$ cat src/rtl/dbram_arbiter_if.sv
// Request/return bundle for one requester of the shared data BRAM.
// master = requester side, slave = arbiter side.
interface dbram_arbiter_if #(
  parameter int ADDR_W = 30
);
  logic              valid;
  logic              load;
  logic [ADDR_W-1:0] addr;
  logic [3:0]        be;
  logic [31:0]       wdata;
  logic              grant;
  logic              data_valid;
  logic [31:0]       rdata;
  logic              ack;

  modport master (
    output valid, load, addr, be, wdata, ack,
    input  grant, data_valid, rdata
  );

  modport slave (
    input  valid, load, addr, be, wdata, ack,
    output grant, data_valid, rdata
  );
endinterface

$ cat src/rtl/dbram_arbiter.sv
// Two-port arbiter in front of a single-port data BRAM (1-cycle read latency).
// Define DBRAM_ARB_RR_EN for round-robin instead of fixed priority + starvation limit.
module dbram_arbiter #(
  parameter int ADDR_W   = 30,
  parameter int MAX_WAIT = 4
) (
  input  logic               clk,
  input  logic               rst,
  dbram_arbiter_if.slave     req0,
  dbram_arbiter_if.slave     req1,
  output logic               bram_en,
  output logic [ADDR_W-1:0]  bram_addr,
  output logic [3:0]         bram_be,
  output logic [31:0]        bram_wdata,
  input  logic [31:0]        bram_rdata
);

  localparam logic [1:0] OWN_NONE = 2'b00;
  localparam logic [1:0] OWN_P0   = 2'b01;
  localparam logic [1:0] OWN_P1   = 2'b10;

  logic [1:0]  owner_q;
  logic        dv0_q, dv1_q;
  logic [31:0] rd0_q, rd1_q;
  logic        elig0, elig1, pick1, grant0, grant1;

  always_comb begin
    elig0 = req0.valid & (~dv0_q | req0.ack);
    elig1 = req1.valid & (~dv1_q | req1.ack);
  end

`ifdef DBRAM_ARB_RR_EN
  // last_q = 1 means port 1 was granted most recently (port 0 wins the next tie)
  logic last_q;

  always_comb pick1 = elig1 & (~elig0 | ~last_q);

  always_ff @(posedge clk) begin
    if (!rst)        last_q <= 1'b1;
    else if (grant0) last_q <= 1'b0;
    else if (grant1) last_q <= 1'b1;
  end
`else
  localparam int WCW = (MAX_WAIT < 1) ? 1 : $clog2(MAX_WAIT + 1);
  localparam logic [WCW-1:0] WAIT_LIM = WCW'(MAX_WAIT);

  logic [WCW-1:0] wait_q;

  always_comb pick1 = elig1 & (~elig0 | (wait_q == WAIT_LIM));

  always_ff @(posedge clk) begin
    if (!rst)                 wait_q <= '0;
    else if (elig1 & ~grant1) begin
      if (wait_q != WAIT_LIM) wait_q <= wait_q + 1'b1;
    end
    else                      wait_q <= '0;
  end
`endif

  always_comb begin
    grant0 = rst & elig0 & ~pick1;
    grant1 = rst & pick1;
    req0.grant = grant0;
    req1.grant = grant1;
  end

  always_comb begin
    bram_en    = grant0 | grant1;
    bram_addr  = grant1 ? req1.addr  : req0.addr;
    bram_wdata = grant1 ? req1.wdata : req0.wdata;
    bram_be    = 4'b0000;
    if (grant1 && !req1.load)      bram_be = req1.be;
    else if (grant0 && !req0.load) bram_be = req0.be;
  end

  always_ff @(posedge clk) begin
    if (!rst) begin
      owner_q <= OWN_NONE;
      dv0_q   <= 1'b0;
      dv1_q   <= 1'b0;
      rd0_q   <= '0;
      rd1_q   <= '0;
    end
    else begin
      if (grant0 && req0.load)      owner_q <= OWN_P0;
      else if (grant1 && req1.load) owner_q <= OWN_P1;
      else                          owner_q <= OWN_NONE;

      if (owner_q == OWN_P0) rd0_q <= bram_rdata;
      if (owner_q == OWN_P1) rd1_q <= bram_rdata;

      if (grant0 && req0.load) dv0_q <= 1'b1;
      else if (req0.ack)       dv0_q <= 1'b0;
      if (grant1 && req1.load) dv1_q <= 1'b1;
      else if (req1.ack)       dv1_q <= 1'b0;
    end
  end

  // data_valid is raised in the cycle the BRAM word appears, so rdata bypasses
  // bram_rdata while the return is landing and the register holds it afterwards.
  // Gating with rst drops a return that lands while reset is asserted.
  always_comb begin
    req0.data_valid = dv0_q & rst;
    req1.data_valid = dv1_q & rst;
    req0.rdata      = (owner_q == OWN_P0) ? bram_rdata : rd0_q;
    req1.rdata      = (owner_q == OWN_P1) ? bram_rdata : rd1_q;
  end

endmodule

$ cat src/flat_wrapper.sv
// flat-port wrapper written by rule: the top's interface ports become plain ports
module dbram_arbiter_flat 
#(
  parameter int ADDR_W   = 30,
  parameter int MAX_WAIT = 4
)
  (clk, rst, bram_en, bram_addr, bram_be, bram_wdata, bram_rdata, req0_valid, req0_load, req0_addr, req0_be, req0_wdata, req0_ack, req0_grant, req0_data_valid, req0_rdata, req1_valid, req1_load, req1_addr, req1_be, req1_wdata, req1_ack, req1_grant, req1_data_valid, req1_rdata);
  dbram_arbiter_if #(.ADDR_W(ADDR_W)) req0_i ();
  dbram_arbiter_if #(.ADDR_W(ADDR_W)) req1_i ();
  input  logic clk;
  input  logic rst;
  output logic bram_en;
  output logic [ADDR_W-1:0] bram_addr;
  output logic [3:0] bram_be;
  output logic [31:0] bram_wdata;
  input  logic [31:0] bram_rdata;
  input wire logic [$bits(req0_i.valid)-1:0] req0_valid;
  input wire logic [$bits(req0_i.load)-1:0] req0_load;
  input wire logic [$bits(req0_i.addr)-1:0] req0_addr;
  input wire logic [$bits(req0_i.be)-1:0] req0_be;
  input wire logic [$bits(req0_i.wdata)-1:0] req0_wdata;
  input wire logic [$bits(req0_i.ack)-1:0] req0_ack;
  output wire logic [$bits(req0_i.grant)-1:0] req0_grant;
  output wire logic [$bits(req0_i.data_valid)-1:0] req0_data_valid;
  output wire logic [$bits(req0_i.rdata)-1:0] req0_rdata;
  input wire logic [$bits(req1_i.valid)-1:0] req1_valid;
  input wire logic [$bits(req1_i.load)-1:0] req1_load;
  input wire logic [$bits(req1_i.addr)-1:0] req1_addr;
  input wire logic [$bits(req1_i.be)-1:0] req1_be;
  input wire logic [$bits(req1_i.wdata)-1:0] req1_wdata;
  input wire logic [$bits(req1_i.ack)-1:0] req1_ack;
  output wire logic [$bits(req1_i.grant)-1:0] req1_grant;
  output wire logic [$bits(req1_i.data_valid)-1:0] req1_data_valid;
  output wire logic [$bits(req1_i.rdata)-1:0] req1_rdata;
  assign req0_i.valid = req0_valid;
  assign req0_i.load = req0_load;
  assign req0_i.addr = req0_addr;
  assign req0_i.be = req0_be;
  assign req0_i.wdata = req0_wdata;
  assign req0_i.ack = req0_ack;
  assign req0_grant = req0_i.grant;
  assign req0_data_valid = req0_i.data_valid;
  assign req0_rdata = req0_i.rdata;
  assign req1_i.valid = req1_valid;
  assign req1_i.load = req1_load;
  assign req1_i.addr = req1_addr;
  assign req1_i.be = req1_be;
  assign req1_i.wdata = req1_wdata;
  assign req1_i.ack = req1_ack;
  assign req1_grant = req1_i.grant;
  assign req1_data_valid = req1_i.data_valid;
  assign req1_rdata = req1_i.rdata;
  dbram_arbiter #(.ADDR_W(ADDR_W), .MAX_WAIT(MAX_WAIT)) u_core (.clk(clk), .rst(rst), .req0(req0_i), .req1(req1_i), .bram_en(bram_en), .bram_addr(bram_addr), .bram_be(bram_be), .bram_wdata(bram_wdata), .bram_rdata(bram_rdata));
endmodule
$ cat config.mk
export PLATFORM = sky130hd
export DESIGN_NAME = dbram_arbiter_flat
export DESIGN_NICKNAME = d
export VERILOG_FILES = /design/src/rtl/dbram_arbiter_if.sv /design/src/rtl/dbram_arbiter.sv /design/src/flat_wrapper.sv
export SDC_FILE = /design/constraint.sdc
export NUM_CORES = 1
export LEC_CHECK = 0
export ABC_CLOCK_PERIOD_IN_PS = 2100
export BUFFER_PORTS_ARGS = -buffer_cell sky130_fd_sc_hd__buf_2
export CORE_AREA = 8 8 112 114
export CTS_CLUSTER_SIZE = 12
export DETAILED_ROUTE_END_ITERATION = 7
export DIE_AREA = 0 0 120 122
export PLACE_DENSITY = 0.75
export SYNTH_ARGS = -nofsm -noshare
export SYNTH_HDL_FRONTEND = slang
export SYNTH_SLANG_ARGS = --single-unit
$ cat constraint.sdc
create_clock -name clk -period 2.1 [get_ports clk]
set_clock_uncertainty 0.1 [all_clocks]
set_input_delay 0 -clock clk [delete_from_list [all_inputs] [get_ports clk]]
set_output_delay 0 -clock clk [all_outputs]
set_load 0.05 [all_outputs]
# Yosys cells after proc, flatten, opt, wreduce, memory -nomap -nowiden
# Index checks and enable logic that the tools add are counted.
# Widths: inputs -> output; s select.
[totals]
in_bits = 172
output_inout_bits = 135
register_bits = 71
wordCells = 53
[op_classes]
mux = 12
bitwise_logic = 19
n_reduce_logical = 10
add_sub_neg = 1
n_eq_ne = 4
[ops]
columns = ["op", "n"]
rows = [
  ["$mux 32", 3],
  ["$mux 30", 1],
  ["$and 1x1->1", 9],
  ["$mux 4", 2],
  ["$not 1->1", 6],
  ["$mux 1", 5],
  ["$logic_and 1x1->1", 4],
  ["$or 1x1->1", 4],
  ["$reduce_bool 2->1", 2],
  ["$add 3x1->3 const B", 1],
  ["$eq 3x3->1 const B", 1],
  ["$ne 3x3->1 const B", 1],
  ["$eq 2x1->1 const B", 1],
  ["$eq 2x2->1 const B", 1],
  ["$logic_not 1->1", 2],
  ["$mux 2", 1],
  ["$reduce_and 2->1", 1],
  ["$reduce_or 2->1", 1],
]

# Depth between registers and ports, before layout
# Gate-level depths: netlist of the first run.
[logic_depth]
ltp_word = 11
ltp_mapped = 7

# Least setup slack after synthesis of the first run
# OpenSTA, ideal clock, no wires.
[synth_timing]
path_type = "register to register"
start = "register u_core.wait_q[0]"
end = "register u_core.owner_q[0]"
setup_slack_ps = 104
arrival_time_ps = 1834
path_stages_with_launch = 7
n_path_buf = 0
required_ps = 1938
setup_time_ps = 62
path_cell_list = "dfxtp_1 -> inv_1 -> ha_1 -> and2_4 -> and3_2 -> nor2_1 -> and2_1"
[synth_via]
elab_chain_cells = 7
[synth_lines]
columns = ["element", "line_no", "rtl"]
rows = [
  ["start: declaration", "dbram_arbiter.sv:47", "logic [WCW-1:0] wait_q;"],
  ["start signal: assignment", "dbram_arbiter.sv:54", "if (wait_q != WAIT_LIM) wait_q <= wait_q + 1'b1;"],
  ["$eq 3x3->1", "dbram_arbiter.sv:49", "always_comb pick1 = elig1 & (~elig0 | (wait_q == WAIT_LIM));"],
  ["$or 1x1->1", "dbram_arbiter.sv:49", ""],
  ["$and 1x1->1", "dbram_arbiter.sv:49", ""],
  ["$not 1->1", "dbram_arbiter.sv:61", "grant0 = rst & elig0 & ~pick1;"],
  ["$and 1x1->1", "dbram_arbiter.sv:61", ""],
  ["named net req0_grant", "flat_wrapper.sv:23", "output wire logic [$bits(req0_i.grant)-1:0] req0_grant;"],
  ["$logic_and 1x1->1", "dbram_arbiter.sv:85", "if (grant0 && req0.load) owner_q <= OWN_P0;"],
  ["$mux 1", "dbram_arbiter.sv:85", ""],
  ["end signal: assignment", "dbram_arbiter.sv:85", ""],
  ["end signal: assignment", "dbram_arbiter.sv:86", "else if (grant1 && req1.load) owner_q <= OWN_P1;"],
  ["end signal: assignment", "dbram_arbiter.sv:87", "else owner_q <= OWN_NONE;"],
  ["end: declaration", "dbram_arbiter.sv:22", "logic [1:0] owner_q;"],
]
# The timed path passes the listed nets, and every way through them passes these cells.
# A chain may end at the register's enable or synchronous reset.

# Final worst setup path of the first run
[layout_timing]
start = "register u_core.wait_q[1]"
end = "output port bram_addr[1]"
[layout_via]
elab_chain_cells = 5
[layout_lines]
columns = ["element", "line_no", "rtl"]
rows = [
  ["$eq 3x3->1", "dbram_arbiter.sv:49", ""],
  ["$or 1x1->1", "dbram_arbiter.sv:49", ""],
  ["$and 1x1->1", "dbram_arbiter.sv:49", ""],
  ["$and 1x1->1", "dbram_arbiter.sv:62", "grant1 = rst & pick1;"],
  ["$mux 30", "dbram_arbiter.sv:69", "bram_addr = grant1 ? req1.addr : req0.addr;"],
  ["end: declaration", "flat_wrapper.sv:13", "output logic [ADDR_W-1:0] bram_addr;"],
]
# No other way between the ends.

==> results of run 1 <==
==> path summary, 6_finish.rpt <==
check                           startpoint                       endpoint  slack, ps  cells past startpoint
max          u_core.wait_q[1]$_SDFFE_PN0P_                   bram_addr[1]        -50                      8
min                               req0_ack  u_core.wait_q[1]$_SDFFE_PN0P_        200                      4
max reg2reg  u_core.wait_q[1]$_SDFFE_PN0P_      u_core.dv0_q$_SDFFE_PN0P_        290                      6
min reg2reg  u_core.wait_q[0]$_SDFFE_PN0P_  u_core.wait_q[0]$_SDFFE_PN0P_        420                      2
==> worst min-delay path: stages <==
cell and delay (ps):
sky130_fd_sc_hd__buf_2 110, sky130_fd_sc_hd__and2b_4 280, sky130_fd_sc_hd__or3_2 160, sky130_fd_sc_hd__nor3_1 50
==> sequential cells by signal (all words and copies together), names as in the netlist <==
| register | count |
|---|---|
| u_core.rd0_q | 32 |
| u_core.rd1_q | 32 |
| u_core.wait_q | 3 |
| u_core.owner_q | 2 |
| u_core.dv0_q | 1 |
| u_core.dv1_q | 1 |
==> report_power, final <==
part / switching (mW) / total [mW] / leakage (nW) / internal [mW]
Combinational: 0.888 / 1.52 / 2.84 / 0.632
Clock: 0.541 / 1.21 / 0.106 / 0.670
Sequential: 0.0108 / 1.39 / 0.577 / 1.38
==> final cells by class <==
cell class,count,area [um2]
Antenna cell,4,10.01
Clock buffer,9,123.9
Clock inverter,6,93.84
Fill cell,852,3934
Inverter,5,18.77
Multi-Input combinational cell,224,2349
Sequential cell,71,1424
Tap cell,140,175.2
Timing Repair Buffer,361,2570
==> cells by family (layout without fill, tap and decap cells) <==
logic type / after synthesis / count (layout) / synth area share [%]
adder cells (fa/ha/maj): 2 / 2 / 0.6338
AO/OA/AOI/OAI: 6 / 6 / 1.141
XOR/XNOR: 1 / 1 / 0.2219
other: 0 / 4 / 0
multiplexers: 126 / 126 / 41.46
flip-flops: 71 / 71 / 36.01
AND/OR/NAND/NOR: 89 / 89 / 15.21
buffers and inverters: 26 / 381 / 5.325
==> repair_timing <==
action / CTS / global route
endpoints found under the setup margin: 66 / 66
setup buffers: 4 / 2
pin swaps: 2 / 1
resized for setup: 129 / 13
hold buffers: 40 / 0
endpoints found under the hold margin: 71 / 0
gates cloned: 2 / 0
==> routing by layer <==
| layer | GRT usage [%] | vias up | routed length (um) |
|---|---|---|---|
| met3 | 7.358 | 28 | 1405 |
| li1 | - | 1804 | - |
| met4 | 7.260 | 2 | 379 |
| met1 | 21.85 | 1818 | 5768 |
| met5 | 0 | - | 13 |
| met2 | 37.83 | 190 | 8589 |
==> layout by cell type, fill, tap and decap left out, drive strengths merged, types with 3 or more instances in the layout <==
cell         count
nor3             6
buf            321
mux2           126
nand3            3
dfxtp           71
a22o             4
dlygate4sd3     40
inv              6
clkbuf           9
and2            69
diode            4
==> impl_metrics.xml, run 1 <==
<?xml version="1.0" encoding="UTF-8"?>
<metrics>
  <group name="pwr">
    <metric name="leakagePower" unit="nW">3.519</metric>
    <metric name="total_power_density_per_cell_area" unit="mW/mm2">610.0</metric>
    <metric name="vdd.ir_drop.worst" unit="uV">416.3</metric>
    <metric name="power.total" unit="mW">4.126</metric>
  </group>
  <group name="sta">
    <metric name="period_share" unit="%">102.2</metric>
    <metric name="fin_setup_tns" unit="ps">-1479</metric>
    <metric name="timing.final.setup_violations" unit="">60</metric>
    <metric name="slew-limit-headroom" unit="%">69.56</metric>
    <metric name="tightestPinTransition" unit="ps">456.5</metric>
    <metric name="final_hold_viol_count" unit="">0</metric>
    <metric name="rsz_0062_raised_after_global_routing" unit="">yes</metric>
    <metric name="crit_path_time_final" unit="ps">2147</metric>
    <metric name="maxClockFrequency" unit="MHz">465.8</metric>
    <metric name="final.setup.worst_slack" unit="ps">-47.06</metric>
    <metric name="timing_max_transition_violations_final" unit="">0</metric>
    <metric name="fin_hold_ws" unit="ps">202.3</metric>
  </group>
  <group name="setup_path">
    <metric name="crit_chain" unit="">inv_2 -&gt; ha_4 -&gt; and2_4 -&gt; nor3_4 -&gt; nor2_8 -&gt; buf_12 -&gt; mux2_4 -&gt; buf_12</metric>
    <metric name="arrival" unit="ps">2050</metric>
    <metric name="crit_top_cell" unit="">sky130_fd_sc_hd__buf_12</metric>
    <metric name="family_with_the_most_delay_on_the_worst_path" unit="">simple AND/OR/NAND/NOR gates</metric>
    <metric name="critical_path.max_fanout" unit="">9</metric>
    <metric name="critical_path_buf_inv_count" unit="">3</metric>
    <metric name="slowest_cell_on_the_critical_path" unit="">sky130_fd_sc_hd__dfxtp_2</metric>
    <metric name="worst_setup_path_end_kind" unit="">primary output</metric>
    <metric name="worst_path_largest_cell_delay" unit="ps">340</metric>
    <metric name="worstSetupStartpointType" unit="">flip-flop</metric>
    <metric name="required" unit="ps">2000</metric>
    <metric name="criticalPathCategory" unit="">reg2out</metric>
  </group>
  <group name="routing">
    <metric name="routed_wl" unit="um">16160</metric>
    <metric name="remaining_drc_errors" unit="">0</metric>
    <metric name="ant_nets" unit="">0</metric>
    <metric name="drt-vias-per-instance" unit="">4.685</metric>
    <metric name="first_pass_iters" unit="">4</metric>
    <metric name="post_drt_wl_per_cell" unit="um">19.70</metric>
    <metric name="drt_first_iter_violations" unit="">141</metric>
    <metric name="dr_total_vias" unit="">3842</metric>
  </group>
  <group name="run">
    <metric name="cap_viol_max_count" unit="">0</metric>
  </group>
  <group name="cells_and_area">
    <metric name="layout-drive-gt1-share" unit="%">69.53</metric>
    <metric name="flow.area_growth_from_synthesis" unit="%">71.35</metric>
    <metric name="finish.net_count" unit="">846</metric>
    <metric name="final_cell_area" unit="mm2">0.006764</metric>
    <metric name="final_cells" unit="">820</metric>
    <metric name="layout.core_utilization" unit="%">63.23</metric>
  </group>
  <group name="logic_synthesis">
    <metric name="netlist_area" unit="mm2">0.003948</metric>
    <metric name="syn_nets" unit="">495</metric>
    <metric name="synth_top_cell_by_area" unit="">sky130_fd_sc_hd__dfxtp_1</metric>
    <metric name="yosys.cell_count.top_type" unit="">sky130_fd_sc_hd__dfxtp_1</metric>
    <metric name="synth.top_cells.by_area" unit="">sky130_fd_sc_hd__dfxtp_1, sky130_fd_sc_hd__mux2_4, sky130_fd_sc_hd__mux2_2</metric>
    <metric name="async_reset_ff_share" unit="%">0</metric>
    <metric name="post_synth_edffs" unit="">0</metric>
    <metric name="synth.yosys.warnings" unit="">0</metric>
    <metric name="yosysTopAreaCellShare" unit="%">36.01</metric>
    <metric name="synth.top_cells.by_count" unit="">sky130_fd_sc_hd__dfxtp_1, sky130_fd_sc_hd__and2_1, sky130_fd_sc_hd__mux2_2</metric>
    <metric name="synth.avg_cell_area" unit="um2">12.30</metric>
    <metric name="ys_dominant_reg_cell" unit="">sky130_fd_sc_hd__dfxtp_1</metric>
    <metric name="synth.lib_cells_used.distinct" unit="">29</metric>
    <metric name="postSynthCellCount" unit="">321</metric>
    <metric name="synth_seq_cells" unit="">71</metric>
    <metric name="seq_area_frac_synth" unit="%">36.01</metric>
  </group>
  <group name="floorplan">
    <metric name="die_width" unit="um">120</metric>
    <metric name="fp-row-count" unit="">38</metric>
    <metric name="initial_utilization" unit="%">36.90</metric>
    <metric name="io-pin-count" unit="">307</metric>
    <metric name="dieHeight" unit="um">122</metric>
    <metric name="placeableCoreArea" unit="mm2">0.01070</metric>
    <metric name="die_area" unit="mm2">0.01464</metric>
  </group>
  <group name="placed_design">
    <metric name="globalplace.congestion" unit="">0.9440</metric>
    <metric name="preCtsSetupSlack" unit="ps">117.4</metric>
    <metric name="dp_area" unit="mm2">0.005610</metric>
    <metric name="numPlacedInstances" unit="">754</metric>
    <metric name="portBuffers" unit="">306</metric>
    <metric name="detailed_placer_s_ending_hpwl" unit="um">12060</metric>
  </group>
  <group name="run_status">
    <metric name="violations_in_the_final_reports" unit="">negative setup slack</metric>
    <metric name="run_status" unit="">finished, violations left</metric>
  </group>
  <group name="clock_network">
    <metric name="worst_skew_pair.late_latency" unit="ps">350</metric>
    <metric name="tritoncts" unit="">yes</metric>
    <metric name="cts_max_path_buffers" unit="">2</metric>
    <metric name="cts_num_sinks" unit="">71</metric>
    <metric name="clockRootBuffer" unit="">sky130_fd_sc_hd__clkbuf_8</metric>
    <metric name="tritoncts.num_buffers" unit="">9</metric>
    <metric name="worst_setup_hold_path_clk_slew" unit="ps">80</metric>
    <metric name="cts_htree_levels" unit="">3</metric>
  </group>
  <group name="global_route">
    <metric name="grt_max_degree" unit="">64</metric>
    <metric name="grt_usage" unit="%">20.78</metric>
    <metric name="globalRoute.totalOverflow" unit="">0</metric>
    <metric name="wire_length_of_the_first_global_routing_pass" unit="um">23690</metric>
    <metric name="number_of_antenna_violations_at_the_first_check_in_global_routing" unit="">4</metric>
    <metric name="grt_pass1_vias" unit="">4006</metric>
  </group>
  <group name="worst_hold_path">
    <metric name="worst_hold_path_type" unit="">in2reg</metric>
  </group>
</metrics>
Note: power is estimated with default switching activity, not from simulation.
==> inputs of run 2 (changes only) <==
--- a/config.mk
+++ b/config.mk
@@ -5,13 +5,14 @@
 export SDC_FILE = /design/constraint.sdc
 export NUM_CORES = 1
 export LEC_CHECK = 0
+export ABC_AREA = 1
 export ABC_CLOCK_PERIOD_IN_PS = 2100
 export BUFFER_PORTS_ARGS = -buffer_cell sky130_fd_sc_hd__buf_2
-export CORE_AREA = 8 8 112 114
+export CORE_AREA = 8 8 113 115
 export CTS_CLUSTER_SIZE = 12
 export DETAILED_ROUTE_END_ITERATION = 7
-export DIE_AREA = 0 0 120 122
-export PLACE_DENSITY = 0.75
+export DIE_AREA = 0 0 121 123
+export PLACE_DENSITY = 0.76
 export SYNTH_ARGS = -nofsm -noshare
 export SYNTH_HDL_FRONTEND = slang
 export SYNTH_SLANG_ARGS = --single-unit
==> run 2 against run 1 <==
The run now ends clean. First-iteration DRC count grew to 3.0 times the previous value. Global-route usage rose by 0.19 points. Synthesized cell count up 110%. Via count increased by 37%. Final cell count increased by 42%. Critical path depth up 1.
==> impl_metrics.xml, run 2 <==
<?xml version="1.0" encoding="UTF-8"?>
<metrics>
  <group name="run_status">
    <metric name="run_status" unit="">finished, final reports clean</metric>
  </group>
  <group name="logic_synthesis">
    <metric name="synth.avg_cell_area" unit="um2">6.160</metric>
    <metric name="ys_dominant_reg_cell" unit="">sky130_fd_sc_hd__dfxtp_1</metric>
    <metric name="yosysTopAreaCellShare" unit="%">34.64</metric>
    <metric name="post_synth_edffs" unit="">0</metric>
    <metric name="synth_top_cell_by_area" unit="">sky130_fd_sc_hd__dfxtp_1</metric>
    <metric name="netlist_area" unit="mm2">0.004103</metric>
    <metric name="syn_nets" unit="">840</metric>
    <metric name="seq_area_frac_synth" unit="%">34.64</metric>
    <metric name="synth.top_cells.by_count" unit="">sky130_fd_sc_hd__nand2_1, sky130_fd_sc_hd__inv_1, sky130_fd_sc_hd__dfxtp_1</metric>
    <metric name="synth.top_cells.by_area" unit="">sky130_fd_sc_hd__dfxtp_1, sky130_fd_sc_hd__nand2_1, sky130_fd_sc_hd__inv_1</metric>
    <metric name="postSynthCellCount" unit="">666</metric>
    <metric name="yosys.cell_count.top_type" unit="">sky130_fd_sc_hd__nand2_1</metric>
    <metric name="synth_seq_cells" unit="">71</metric>
    <metric name="async_reset_ff_share" unit="%">0</metric>
    <metric name="synth.yosys.warnings" unit="">0</metric>
    <metric name="synth.lib_cells_used.distinct" unit="">24</metric>
  </group>
  <group name="setup_path">
    <metric name="worstRegToRegCells" unit="">7</metric>
    <metric name="required" unit="ps">2000</metric>
    <metric name="r2r_slack" unit="ps">570</metric>
    <metric name="criticalPathCategory" unit="">reg2out</metric>
    <metric name="worstSetupStartpointType" unit="">flip-flop</metric>
    <metric name="arrival" unit="ps">1930</metric>
    <metric name="critical_path.max_fanout" unit="">10</metric>
    <metric name="worst_setup_path_end_kind" unit="">primary output</metric>
  </group>
  <group name="sta">
    <metric name="maxClockFrequency" unit="MHz">493.4</metric>
    <metric name="timing_max_transition_violations_final" unit="">0</metric>
    <metric name="fin_setup_tns" unit="ps">0</metric>
    <metric name="crit_path_time_final" unit="ps">2027</metric>
    <metric name="period_share" unit="%">96.50</metric>
    <metric name="slew-limit-headroom" unit="%">52.61</metric>
    <metric name="timing.final.setup_violations" unit="">0</metric>
    <metric name="tightestPinTransition" unit="ps">710.8</metric>
    <metric name="final_hold_viol_count" unit="">0</metric>
  </group>
  <group name="placed_design">
    <metric name="globalplace.congestion" unit="">0.8828</metric>
    <metric name="numPlacedInstances" unit="">1087</metric>
    <metric name="detailed_placer_s_ending_hpwl" unit="um">12620</metric>
    <metric name="portBuffers" unit="">306</metric>
    <metric name="dp_area" unit="mm2">0.005647</metric>
  </group>
  <group name="run">
    <metric name="cap_viol_max_count" unit="">0</metric>
  </group>
  <group name="cells_and_area">
    <metric name="flow.area_growth_from_synthesis" unit="%">66.61</metric>
    <metric name="layout_top_registers" unit="">u_core.rd0_q x32, u_core.rd1_q x32, u_core.wait_q x3</metric>
    <metric name="finish.net_count" unit="">1185</metric>
    <metric name="final_cell_area" unit="mm2">0.006835</metric>
    <metric name="layout-drive-gt1-share" unit="%">39.47</metric>
    <metric name="most_frequent_cells_in_the_layout" unit="">sky130_fd_sc_hd__buf_2, sky130_fd_sc_hd__nand2_1, sky130_fd_sc_hd__inv_1, sky130_fd_sc_hd__dfxtp_1, sky130_fd_sc_hd__nor2_1</metric>
    <metric name="final_cells" unit="">1162</metric>
    <metric name="layout.cells.most_common" unit="">sky130_fd_sc_hd__buf_2</metric>
  </group>
  <group name="routing">
    <metric name="drt_first_iter_violations" unit="">417</metric>
    <metric name="remaining_drc_errors" unit="">0</metric>
    <metric name="first_pass_iters" unit="">5</metric>
    <metric name="post_drt_wl_per_cell" unit="um">15.58</metric>
    <metric name="drt-vias-per-instance" unit="">4.520</metric>
    <metric name="routed_wl" unit="um">18100</metric>
    <metric name="ant_nets" unit="">0</metric>
    <metric name="dr_total_vias" unit="">5252</metric>
  </group>
  <group name="floorplan">
    <metric name="initial_utilization" unit="%">37.04</metric>
    <metric name="fp-row-count" unit="">39</metric>
    <metric name="placeableCoreArea" unit="mm2">0.01108</metric>
    <metric name="io-pin-count" unit="">307</metric>
    <metric name="die_area" unit="mm2">0.01488</metric>
    <metric name="dieHeight" unit="um">123</metric>
    <metric name="die_width" unit="um">121</metric>
  </group>
  <group name="clock_network">
    <metric name="cts_num_sinks" unit="">71</metric>
    <metric name="tritoncts.num_buffers" unit="">9</metric>
    <metric name="cts_max_path_buffers" unit="">2</metric>
    <metric name="tritoncts" unit="">yes</metric>
    <metric name="worst_skew_pair.late_latency" unit="ps">330</metric>
    <metric name="worst_setup_hold_path_clk_slew" unit="ps">60</metric>
    <metric name="cts_htree_levels" unit="">3</metric>
    <metric name="clockRootBuffer" unit="">sky130_fd_sc_hd__clkbuf_16</metric>
  </group>
  <group name="global_route">
    <metric name="grt_max_degree" unit="">67</metric>
    <metric name="grt_pass1_vias" unit="">4924</metric>
    <metric name="number_of_antenna_violations_at_the_first_check_in_global_routing" unit="">3</metric>
    <metric name="globalRoute.totalOverflow" unit="">0</metric>
    <metric name="grt_usage" unit="%">20.98</metric>
    <metric name="wire_length_of_the_first_global_routing_pass" unit="um">25060</metric>
  </group>
  <group name="worst_hold_path">
    <metric name="worst_hold_path.num_cells" unit="">4</metric>
    <metric name="worst_hold_path_type" unit="">in2reg</metric>
  </group>
  <group name="pwr">
    <metric name="total_power_density_per_cell_area" unit="mW/mm2">673.9</metric>
    <metric name="vdd.ir_drop.worst" unit="uV">484.0</metric>
    <metric name="leakagePower" unit="nW">4.428</metric>
  </group>
</metrics>
run 2: changes by cell type after synthesis, moves of 12 or more:
cell | previous run | this run
sky130_fd_sc_hd__mux2_2 | 59 | 0
sky130_fd_sc_hd__o21ai_2 | 0 | 30
sky130_fd_sc_hd__nor2_1 | 1 | 68
sky130_fd_sc_hd__inv_1 | 5 | 141
sky130_fd_sc_hd__nand2_2 | 0 | 13
sky130_fd_sc_hd__and2_1 | 68 | 0
sky130_fd_sc_hd__mux2_4 | 58 | 0
sky130_fd_sc_hd__buf_6 | 0 | 12
sky130_fd_sc_hd__nand2_1 | 2 | 252
sky130_fd_sc_hd__o21ai_0 | 1 | 33
run 2: final cells by class:
type | instances | area, um2
fillers | 968 | 4242
repair buffers | 360 | 2347
multi-input cells | 423 | 1977
flip-flops and latches | 71 | 1424
inverters | 144 | 566.8
clock buffers | 10 | 229.0
well taps | 143 | 178.9
clock inverters | 6 | 68.82
repair inverters | 2 | 36.28
diodes | 3 | 7.507
run 2: layer usage:
metal / track usage, % / share of wire [%] / vias to the layer above
met1: 24.33 / 37 / 2304
met5: 0 / 0.072 / -
met4: 8.041 / 2.7 / 2
li1: - / - / 2634
met2: 35.06 / 50 / 275
met3: 7.215 / 10 / 37
run 2: final timing paths:
check,start,endpoint
setup / recovery,u_core.wait_q[1]$_SDFFE_PN0P_,bram_wdata[28]
hold / removal,req1_valid,u_core.owner_q[0]$_SDFF_PN0_
setup reg to reg,u_core.wait_q[1]$_SDFFE_PN0P_,u_core.dv1_q$_SDFFE_PN0P_
hold reg to reg,u_core.wait_q[0]$_SDFFE_PN0P_,u_core.wait_q[0]$_SDFFE_PN0P_
run 2: cell families after synthesis:
logic type / after synthesis / share of synthesized area (%)
buf+inv: 176 / 19.06
fa+ha+maj: 2 / 0.6098
xor+xnor: 1 / 0.2135
compound gates: 67 / 10.92
simple gates: 349 / 34.55
flops: 71 / 34.64
run 2: worst max-delay path, stage by stage (launching register included):
cell	delay, ps
sky130_fd_sc_hd__dfxtp_2	340
sky130_fd_sc_hd__inv_2	40
sky130_fd_sc_hd__ha_2	190
sky130_fd_sc_hd__nand2_4	90
sky130_fd_sc_hd__nand3_4	210
sky130_fd_sc_hd__buf_4	220
sky130_fd_sc_hd__nand2_4	130
sky130_fd_sc_hd__nand2_1	70
sky130_fd_sc_hd__nand2_1	80
sky130_fd_sc_hd__clkbuf_4	230
run 2: repair_timing:
action                                  in CTS  in global routing
gates resized for setup                     11                107
gates cloned                                 3                  6
hold buffers                                37                  0
buffers inserted                             3                  7
endpoints found under the setup margin      63                 67
pin swaps                                    2                  5
endpoints found under the hold margin       71                  0
run 2: metrics by stage:
step	worst slack, ps	hold slack [ps]	util, %	power, mW
after global placement	170.7	161.4	50.98	2.899
final	73.40	174.7	61.71	4.606
after detailed placement	152.7	165.5	50.98	2.904
after floorplan	444.4	44.65	-	2.486
after CTS	-7.923	74.63	57.79	4.509
after global routing	-16.73	201.4	61.66	4.807
run 2: report_power, final:
part	total (mW)	switching [mW]	internal (mW)	leakage [nW]
logic	1.66	1.15	0.513	3.71
registers	1.42	0.0149	1.40	0.579
clock network	1.53	0.601	0.926	0.143
total	4.61	1.76	2.84	4.43
